==> src/rtl/eth_tx_frame_sched.sv <==
// Round-robin frame scheduler feeding the Ethernet TX AXIS buffer.
// Define ETH_TX_PAD_EN to pad short frames up to MIN_FRAME_BYTES.
module eth_tx_frame_sched #(
  parameter int LEN_W           = 16,
  parameter int MIN_FRAME_BYTES = 60
) (
  input  logic             s_clk_i,
  input  logic             s_rstn_i,
  input  logic [1:0]       req_i,
  input  logic [LEN_W-1:0] len0_i,
  input  logic [LEN_W-1:0] len1_i,
  input  logic [1:0]       abort_i,
  output logic [1:0]       gnt_o,
  input  logic [31:0]      src0_tdata_i,
  input  logic [31:0]      src1_tdata_i,
  input  logic             src0_tvalid_i,
  input  logic             src1_tvalid_i,
  output logic             src0_tready_o,
  output logic             src1_tready_o,
  output logic [31:0]      m_axis_tdata,
  output logic [1:0]       m_axis_byte_count,
  output logic             m_axis_tvalid,
  output logic             m_axis_tuser,
  output logic             m_axis_tlast,
  input  logic             m_axis_tready,
  output logic             busy_o,
  output logic             frame_done_o,
  output logic             err_len_o
);

  localparam int CW = LEN_W + 1;

  typedef enum logic [1:0] {
    IDLE = 2'd0,
    DATA = 2'd1,
    PAD  = 2'd2
  } state_t;

  state_t          state_q, state_d;
  logic            sel_q;
  logic            ptr_q;
  logic [1:0]      bc_q;
  logic [CW-1:0]   cnt_q;
  logic [1:0]      gnt_q;
  logic            err_q;
  logic            done_q;

  logic            win;
  logic            win_v;
  logic [LEN_W-1:0] len_in;
  logic [CW-1:0]   words_in;
  logic [31:0]     src_d;
  logic            src_v;
  logic            abort;
  logic            is_last;
  logic            pad_go;
  logic            hs_w;

`ifdef ETH_TX_PAD_EN
  localparam logic [CW-1:0] MIN_WORDS = CW'(MIN_FRAME_BYTES / 4);
  logic [CW-1:0]   pad_q;
  logic            short_q;
  logic [31:0]     keep;
  assign pad_go = (pad_q != '0);

  always_comb begin
    keep = 32'hFFFF_FFFF;
    unique case (bc_q)
      2'd0: keep = 32'h0000_00FF;
      2'd1: keep = 32'h0000_FFFF;
      2'd2: keep = 32'h00FF_FFFF;
      default: keep = 32'hFFFF_FFFF;
    endcase
  end
`else
  assign pad_go = 1'b0;
`endif

  // Both requesting: the source not served last wins.
  always_comb begin
    win = 1'b0;
    unique case (req_i)
      2'b01:   win = 1'b0;
      2'b10:   win = 1'b1;
      2'b11:   win = ~ptr_q;
      default: win = 1'b0;
    endcase
  end

  // The gnt_q guard keeps a zero-length grant from re-arbitrating
  // on a request the source has not yet had a chance to drop.
  assign win_v    = (state_q == IDLE) && (req_i != 2'b00)
                    && (gnt_q == 2'b00);
  assign len_in   = win ? len1_i : len0_i;
  assign words_in = (CW'(len_in) + CW'(3)) >> 2;

  assign src_d   = sel_q ? src1_tdata_i : src0_tdata_i;
  assign src_v   = sel_q ? src1_tvalid_i : src0_tvalid_i;
  assign abort   = abort_i[sel_q];
  assign is_last = (cnt_q == CW'(1));
  assign hs_w    = m_axis_tvalid & m_axis_tready;

  always_comb begin
    state_d           = state_q;
    m_axis_tdata      = '0;
    m_axis_tvalid     = 1'b0;
    m_axis_tlast      = 1'b0;
    m_axis_tuser      = 1'b0;
    m_axis_byte_count = 2'd0;
    src0_tready_o     = 1'b0;
    src1_tready_o     = 1'b0;
    unique case (state_q)
      IDLE: begin
        if (win_v && (len_in != '0)) state_d = DATA;
      end
      DATA: begin
        m_axis_tdata      = src_d;
        m_axis_tvalid     = src_v;
        m_axis_byte_count = 2'd3;
        src0_tready_o     = ~sel_q & m_axis_tready;
        src1_tready_o     = sel_q & m_axis_tready;
        if (abort) begin
          m_axis_tlast = 1'b1;
          m_axis_tuser = 1'b1;
        end else if (is_last) begin
          m_axis_tlast = ~pad_go;
`ifdef ETH_TX_PAD_EN
          if (short_q) m_axis_tdata = src_d & keep;
          else         m_axis_byte_count = bc_q;
`else
          m_axis_byte_count = bc_q;
`endif
        end
        if (src_v && m_axis_tready && (abort || is_last))
          state_d = (!abort && pad_go) ? PAD : IDLE;
      end
`ifdef ETH_TX_PAD_EN
      PAD: begin
        m_axis_tvalid     = 1'b1;
        m_axis_byte_count = 2'd3;
        m_axis_tlast      = (pad_q == CW'(1));
        if (m_axis_tready && (pad_q == CW'(1))) state_d = IDLE;
      end
`endif
      default: state_d = IDLE;
    endcase
  end

  always_ff @(posedge s_clk_i or negedge s_rstn_i) begin
    if (!s_rstn_i) begin
      state_q <= IDLE;
      sel_q   <= 1'b0;
      ptr_q   <= 1'b1;
      bc_q    <= 2'd0;
      cnt_q   <= '0;
      gnt_q   <= 2'b00;
      err_q   <= 1'b0;
      done_q  <= 1'b0;
`ifdef ETH_TX_PAD_EN
      pad_q   <= '0;
      short_q <= 1'b0;
`endif
    end else begin
      state_q <= state_d;
      gnt_q   <= 2'b00;
      err_q   <= 1'b0;
      done_q  <= hs_w & m_axis_tlast;
      if (win_v) begin
        gnt_q <= win ? 2'b10 : 2'b01;
        ptr_q <= win;
        sel_q <= win;
        err_q <= (len_in == '0);
        bc_q  <= len_in[1:0] - 2'd1;
        cnt_q <= words_in;
`ifdef ETH_TX_PAD_EN
        short_q <= (len_in < LEN_W'(MIN_FRAME_BYTES));
        pad_q   <= (len_in < LEN_W'(MIN_FRAME_BYTES))
                   ? (MIN_WORDS - words_in) : '0;
`endif
      end
      if ((state_q == DATA) && hs_w) cnt_q <= cnt_q - CW'(1);
`ifdef ETH_TX_PAD_EN
      if ((state_q == PAD) && hs_w) pad_q <= pad_q - CW'(1);
`endif
    end
  end

  assign gnt_o        = gnt_q;
  assign err_len_o    = err_q;
  assign frame_done_o = done_q;
  assign busy_o       = (state_q != IDLE);

endmodule

==> config.mk <==
export PLATFORM = sky130hd
export DESIGN_NAME = eth_tx_frame_sched
export DESIGN_NICKNAME = d
export VERILOG_FILES = /design/src/rtl/eth_tx_frame_sched.sv
export SDC_FILE = /design/constraint.sdc
export NUM_CORES = 1
export LEC_CHECK = 0
export BUFFER_PORTS_ARGS = -buffer_cell sky130_fd_sc_hd__buf_4
export CELL_PAD_IN_SITES_DETAIL_PLACEMENT = 1
export CELL_PAD_IN_SITES_GLOBAL_PLACEMENT = 2
export CORE_MARGIN = 4
export CORE_UTILIZATION = 22
export CTS_CLUSTER_DIAMETER = 40
export DETAILED_ROUTE_END_ITERATION = 6
export PLACE_DENSITY = 0.86
export SLEW_MARGIN = 20
export SYNTH_ARGS = -nofsm -noshare
export SYNTH_HDL_FRONTEND = slang
export SYNTH_SLANG_ARGS = --single-unit
==> constraint.sdc <==
create_clock -name s_clk_i -period 2.4 [get_ports s_clk_i]
set_input_delay 0 -clock s_clk_i [delete_from_list [all_inputs] [get_ports s_clk_i]]
set_output_delay 0 -clock s_clk_i [all_outputs]
set_load 0.05 [all_outputs]
# [Word-level counts from Yosys, hierarchy flattened]
# Index checks and enable logic that the tools add are counted.
[totals] regBits=27 input_bits=105 out_inout_bits=44 word_cells=65
[classes] addsub=3 order_cmp=1 eq_ne=6 n_mux=26 n_bitwise=6 n_reduce_logical=15
[op_table] op="32-bit two-way mux" n=2
[op_table] op="17-bit two-way mux" n=2
[op_table] op="16-bit by 2-bit adder with 17-bit output (second input constant)" n=1
[op_table] op="17-bit by 1-bit equality test with 1-bit output (second input constant)" n=1
[op_table] op="17-bit by 1-bit subtractor with 17-bit output (second input constant)" n=1
[op_table] op="16-bit logical NOT" n=1
[op_table] op="16-bit two-way mux" n=1
[op_table] op="16-bit nonzero test" n=1
[op_table] op="2-bit two-way mux" n=7
[op_table] op="1-bit two-way mux" n=12
[op_table] op="1-bit logical AND" n=6
[op_table] op="2-bit nonzero test" n=3
[op_table] op="1-bit AND" n=4
[op_table] op="2-bit equality test (second input constant)" n=2
[op_table] op="2-bit logical NOT" n=2
[op_table] op="2-bit case mux with 2 select lines" n=1
[op_table] op="2-bit by 1-bit equality test with 1-bit output (second input constant)" n=1
[op_table] op="1-bit by 2-bit < comparator with 1-bit output (second input constant)" n=1
[op_table] op="2-bit by 1-bit inequality test with 1-bit output (second input constant)" n=1
[op_table] op="2-bit inequality test (second input constant)" n=1
[op_table] op="1-bit inverter" n=2
[op_table] op="1-bit case mux with 2 select lines" n=1
[op_table] op="2-bit AND reduction" n=1
[op_table] op="2-bit by 1-bit subtractor with 2-bit output (second input constant)" n=1
[op_table] op="1-bit logical OR" n=1

# [Depth between registers and ports, before layout]
[logic_depth] ltp_word=7 ltp_mapped=10 mapped_depth_nobuf=8

# [Worst setup path after synthesis]
# Ideal clock, no wire load.
[synth_path] kind="reg2reg" from="register ptr_q" to="register cnt_q[8]" setup_time_ps=104 t_arrival_ps=2396 required_ps=2296 slack_ps=-100 path_stages_with_launch=11 path_buffers=2 synth_period_minus_slack_ps=2500 cell_sequence="dfstp_2 -> a21bo_2 -> clkbuf_1 -> mux2i_1 -> ha_1 -> nand2b_1 -> mux2i_1 -> buf_2 -> o21ai_0 -> xor2_1 -> a221oi_1"
[synth_between] elab_chain_len=6
[synth_rtl] element="start: declaration" line="41" source="logic ptr_q;"
[synth_rtl] element="start signal: assignment" line="170" source="ptr_q <= win;"
[synth_rtl] element="1-bit inverter" line="85" source="2'b11: win = ~ptr_q;"
[synth_rtl] element="1-bit case mux with 2 select lines" line="82" source="unique case (req_i)"
[synth_rtl] element="16-bit two-way mux" line="94" source="assign len_in = win ? len1_i : len0_i;"
[synth_rtl] element="16-bit by 2-bit adder with 17-bit output" line="95" source="assign words_in = (CW'(len_in) + CW'(3)) >> 2;"
[synth_rtl] element="17-bit two-way mux" line="168" source="if (win_v) begin"
[synth_rtl] element="17-bit two-way mux" line="181" source="if ((state_q == DATA) && hs_w) cnt_q <= cnt_q - CW'(1);"
[synth_rtl] element="end signal: assignment" line="174" source="cnt_q <= words_in;"
[synth_rtl] element="end signal: assignment" line="181"
[synth_rtl] element="end: declaration" line="43" source="logic [CW-1:0] cnt_q;"
# No other way between the ends. The select of a mux whose other input is x is not followed.
# A chain may end at the register's enable or synchronous reset.

# [Worst setup path after layout]
[layout_path] from="register cnt_q[13]" to="output m_axis_byte_count[1]"
[layout_between] elab_chain_len=4
[layout_rtl] element="17-bit by 1-bit equality test with 1-bit output" line="100" source="assign is_last = (cnt_q == CW'(1));"
[layout_rtl] element="2-bit two-way mux" line="125" source="end else if (is_last) begin"
[layout_rtl] element="2-bit two-way mux" line="122" source="if (abort) begin"
[layout_rtl] element="2-bit two-way mux" line="112" source="unique case (state_q)"
[layout_rtl] element="end: declaration" line="21" source="output logic [1:0] m_axis_byte_count,"
# No other way between the ends.

==> metrics.md <==
| Metric | Value |
|---|---|
| Status | finished clean |
| Startpoint types | flop |
| Compound-gate portion of the synthesized area | 0.157 |
| Post-synth ARST share | 1.00 |
| Drt initial violations | 103 |
| Synth area leaders | dfrtp_1 23%, mux2i_1 16%, nor2b_1 7.8%, nand2_1 4.5%, nor2_1 2.9% |
| Post-Synth Adder-Cell Area | 0.0137 |
| Via Count | 3255 |
| Clk sink count | 26 |
| Clock transition at path regs | 70 ps |
| Clk root buf | clkbuf_16 |
| Fraction of synthesized area in multiplexers | 0.165 |
| Initial antenna violation count | 0 |
| Clock period minus worst slack | 2320 ps |
| Final setup vio count | 0 |
| ANT cells | 0 |
| # IOs | 149 |
| P_leak | 1.89 nW |
| Main combinational cell family by area after synthesis | simple AND/OR/NAND/NOR gates |
| Global-route wire length before repair | 18100 um |
| Cell chain of the critical path | or4_4 -> or4_4 -> nor2_2 -> nand2_1 -> o21a_1 -> buf_4 |
| Die area | 14300 sq um |
| Mapped Nets | 452 |
| #FFs+latches synth | 26 |
| Top-count cell post-synth | mux2i_1 |
| Ys flop type | dfrtp_1 |
| Synth Area in Simple Gates | 0.330 |
| CTS tree | done |
| Syn. warnings | 0 |
| Relative slew slack | 0.586 |
| WHS | 72.7 ps |
| Vias in the first global route | 3496 |
| Antenna-violating nets left | 0 |
| Final slew viol count | 0 |
| Worst-Skew Late Latency | 260 ps |
| Fin nets | 603 |
| Top cell by count, worst path | or4_4 |
| Die width | 120 um |
| Core area | 12100 sq um |
| Clock skew | 2.36 ps |
| DP Worst Slack | 153 ps |
| Seq/Total Area, Yosys | 0.238 |
| Mapped Cells | 344 |
| Synth cell types | 55 |
| Req. time, crit path | 2400 ps |
| Post-route DRC | 0 |
| Max Buffers Root-to-Sink | 2 |
| Initial Util | 0.226 |
| Crit path largest cell delay | 540 ps |
| Die height | 120 um |
| Worst-path fanout max | 4 |
| Grt total ovfl | 0 |
| Netlist Area Pre-Place | 2740 sq um |
| Syn_area_per_cell | 7.97 sq um |
| Area Growth Syn to Fin | 54.2% |
| IO buf count | 148 |
| WP data arrival | 2320 ps |
| All-layer global routing usage | 0.153 |
| First-pass DRT Iterations | 4 |
| Dpl hpwl | 9220 um |
| DR WL/cell | 17.0 um |
| Worst Tran Pin Value | 616 ps |
| Top cells by count, synth | 44 x mux2i_1, 34 x nor2b_1, 33 x nand2_1 |
| Fin crit share | 0.967 |
| Largest net degree at the start of global routing | 37 |
| DR vias/cell | 4.92 |
| Setup crit end kind | primary output |
| Worst setup path class | reg2out |
| Post-synthesis xor/xnor area fraction | 0.0575 |
| GPL Wtd Cong | 0.830 |
| H-Tree Depth | 1 |
| Drt total wl | 11200 um |
| Fmax | 431 MHz |
| Max VDD drop | 304 uV |
| Worst min path class | in2reg |
| Final Hold Fails | 0 |
| Layout cell share with drive strength beyond 1 | 0.364 |
| MaxCap Viol Count | 0 |
| PwrDens | 1060 nW/um^2 |
| Worst path slowest cell | or4_4 |
| Number of synthesized flops with an enable pin | 0 |
| TritonCTS buffer count | 3 |
| Cell taking the most area after synthesis | dfrtp_1 |
| Fin worst setup slack | 79.3 ps |
| Core Rows | 40 |
| Area share of the largest cell type after synthesis | 0.228 |
per-stage QoR:
stage	utilization	cell area [sq um]	instances	setup TNS [ps]	power, mW
final	0.349	4230	662	0	4.47
after global routing	0.349	4230	662	-18.0	4.74
after CTS	0.347	4210	660	0	4.47
after detailed placement	0.338	4090	655	0	3.97
after global placement	0.338	4090	655	0	3.88
after floorplan	-	2740	344	0	2.95
per-layer routing:
layer  track usage  share of wire
met4        0.0494          0.024
met3        0.0226          0.045
met2         0.281           0.51
met1         0.181           0.42
met5             0              0
cell type report:
class,instances,area [sq um]
clock buffer,3,75.1
clock inverter,1,30.0
fill,1505,7890
inverter,8,30.0
multi-input combinational,293,1990
sequential,26,653
tap,168,210
timing repair buffer,163,1240
cells by family after synthesis:
logic type,Yosys count
muxes,45
AOI/OAI and AO/OA,65
adders and majority gates,3
DFF,26
xor gates and xnor gates,18
buffers and inverters,25
and+or+nand+nor,162
critical path: cells and delay by family, from the launching register on:
| kind | cells | cell delay [ps] |
|---|---|---|
| AO/OA/AOI/OAI | 1 | 190 |
| buffers and inverters | 1 | 180 |
| flip-flops | 1 | 420 |
| AND/OR/NAND/NOR | 4 | 1270 |
power breakdown:
part	switching, mW	leakage [nW]	internal [mW]
clock network	0.163	0.0511	0.332
logic	2.04	1.52	1.13
registers	0.189	0.314	0.606
registers in the layout, summed over array words and instances, names as in the netlist:
name and flops:
gnt_o 2, cnt_q 17, sel_q 1, state_q 1, ptr_q 1, err_len_o 1, frame_done_o 1, bc_q 2
worst paths after layout:
kind,slack [ps],start,end,cells past startpoint
setup / recovery,80,cnt_q[13],m_axis_byte_count[1],6
hold / removal,70,len1_i[0],bc_q[0],4
setup reg to reg,90,cnt_q[0],cnt_q[10],7
hold reg to reg,480,ptr_q,ptr_q,2
max in group asynchronous,1890,s_rstn_i,ptr_q,2
min in group asynchronous,190,s_rstn_i,cnt_q[11],2
timing repair:
action / CTS / global route
hold endpoints to repair: 26 / 0
gates resized for setup: 0 / 2
hold buffers: 1 / 0
setup endpoints to repair: 0 / 3
buffers inserted: 0 / 2
cells in the final DEF (no fill, tap or decap), types with 2 or more instances in the layout:
master	Yosys	layout
buf_4	0	161
mux2i_1	44	44
nor2b_1	34	34
nand2_1	33	33
dfrtp_1	25	24
nor2_1	21	20
a21oi_1	15	15
o21ai_0	14	14
nand3_1	11	11
nor4_1	10	10
nor3_1	9	9
xor2_1	9	9
xnor2_1	9	9
inv_1	8	8
o22ai_1	7	7
nand4_1	6	6
or3_1	6	6
o221ai_1	6	6
and4_1	5	5
or4_4	3	4
and3_1	4	4
or2_2	3	3
and2_1	3	3
o21ai_1	3	3
nand2b_1	3	3
a2bb2oi_1	3	3
ha_1	3	3
clkbuf_16	0	3
o21a_1	2	2
nor4b_1	2	2
or2_1	2	2
a221oi_1	2	2
No activity file was read; power rests on OpenSTA's default activity.
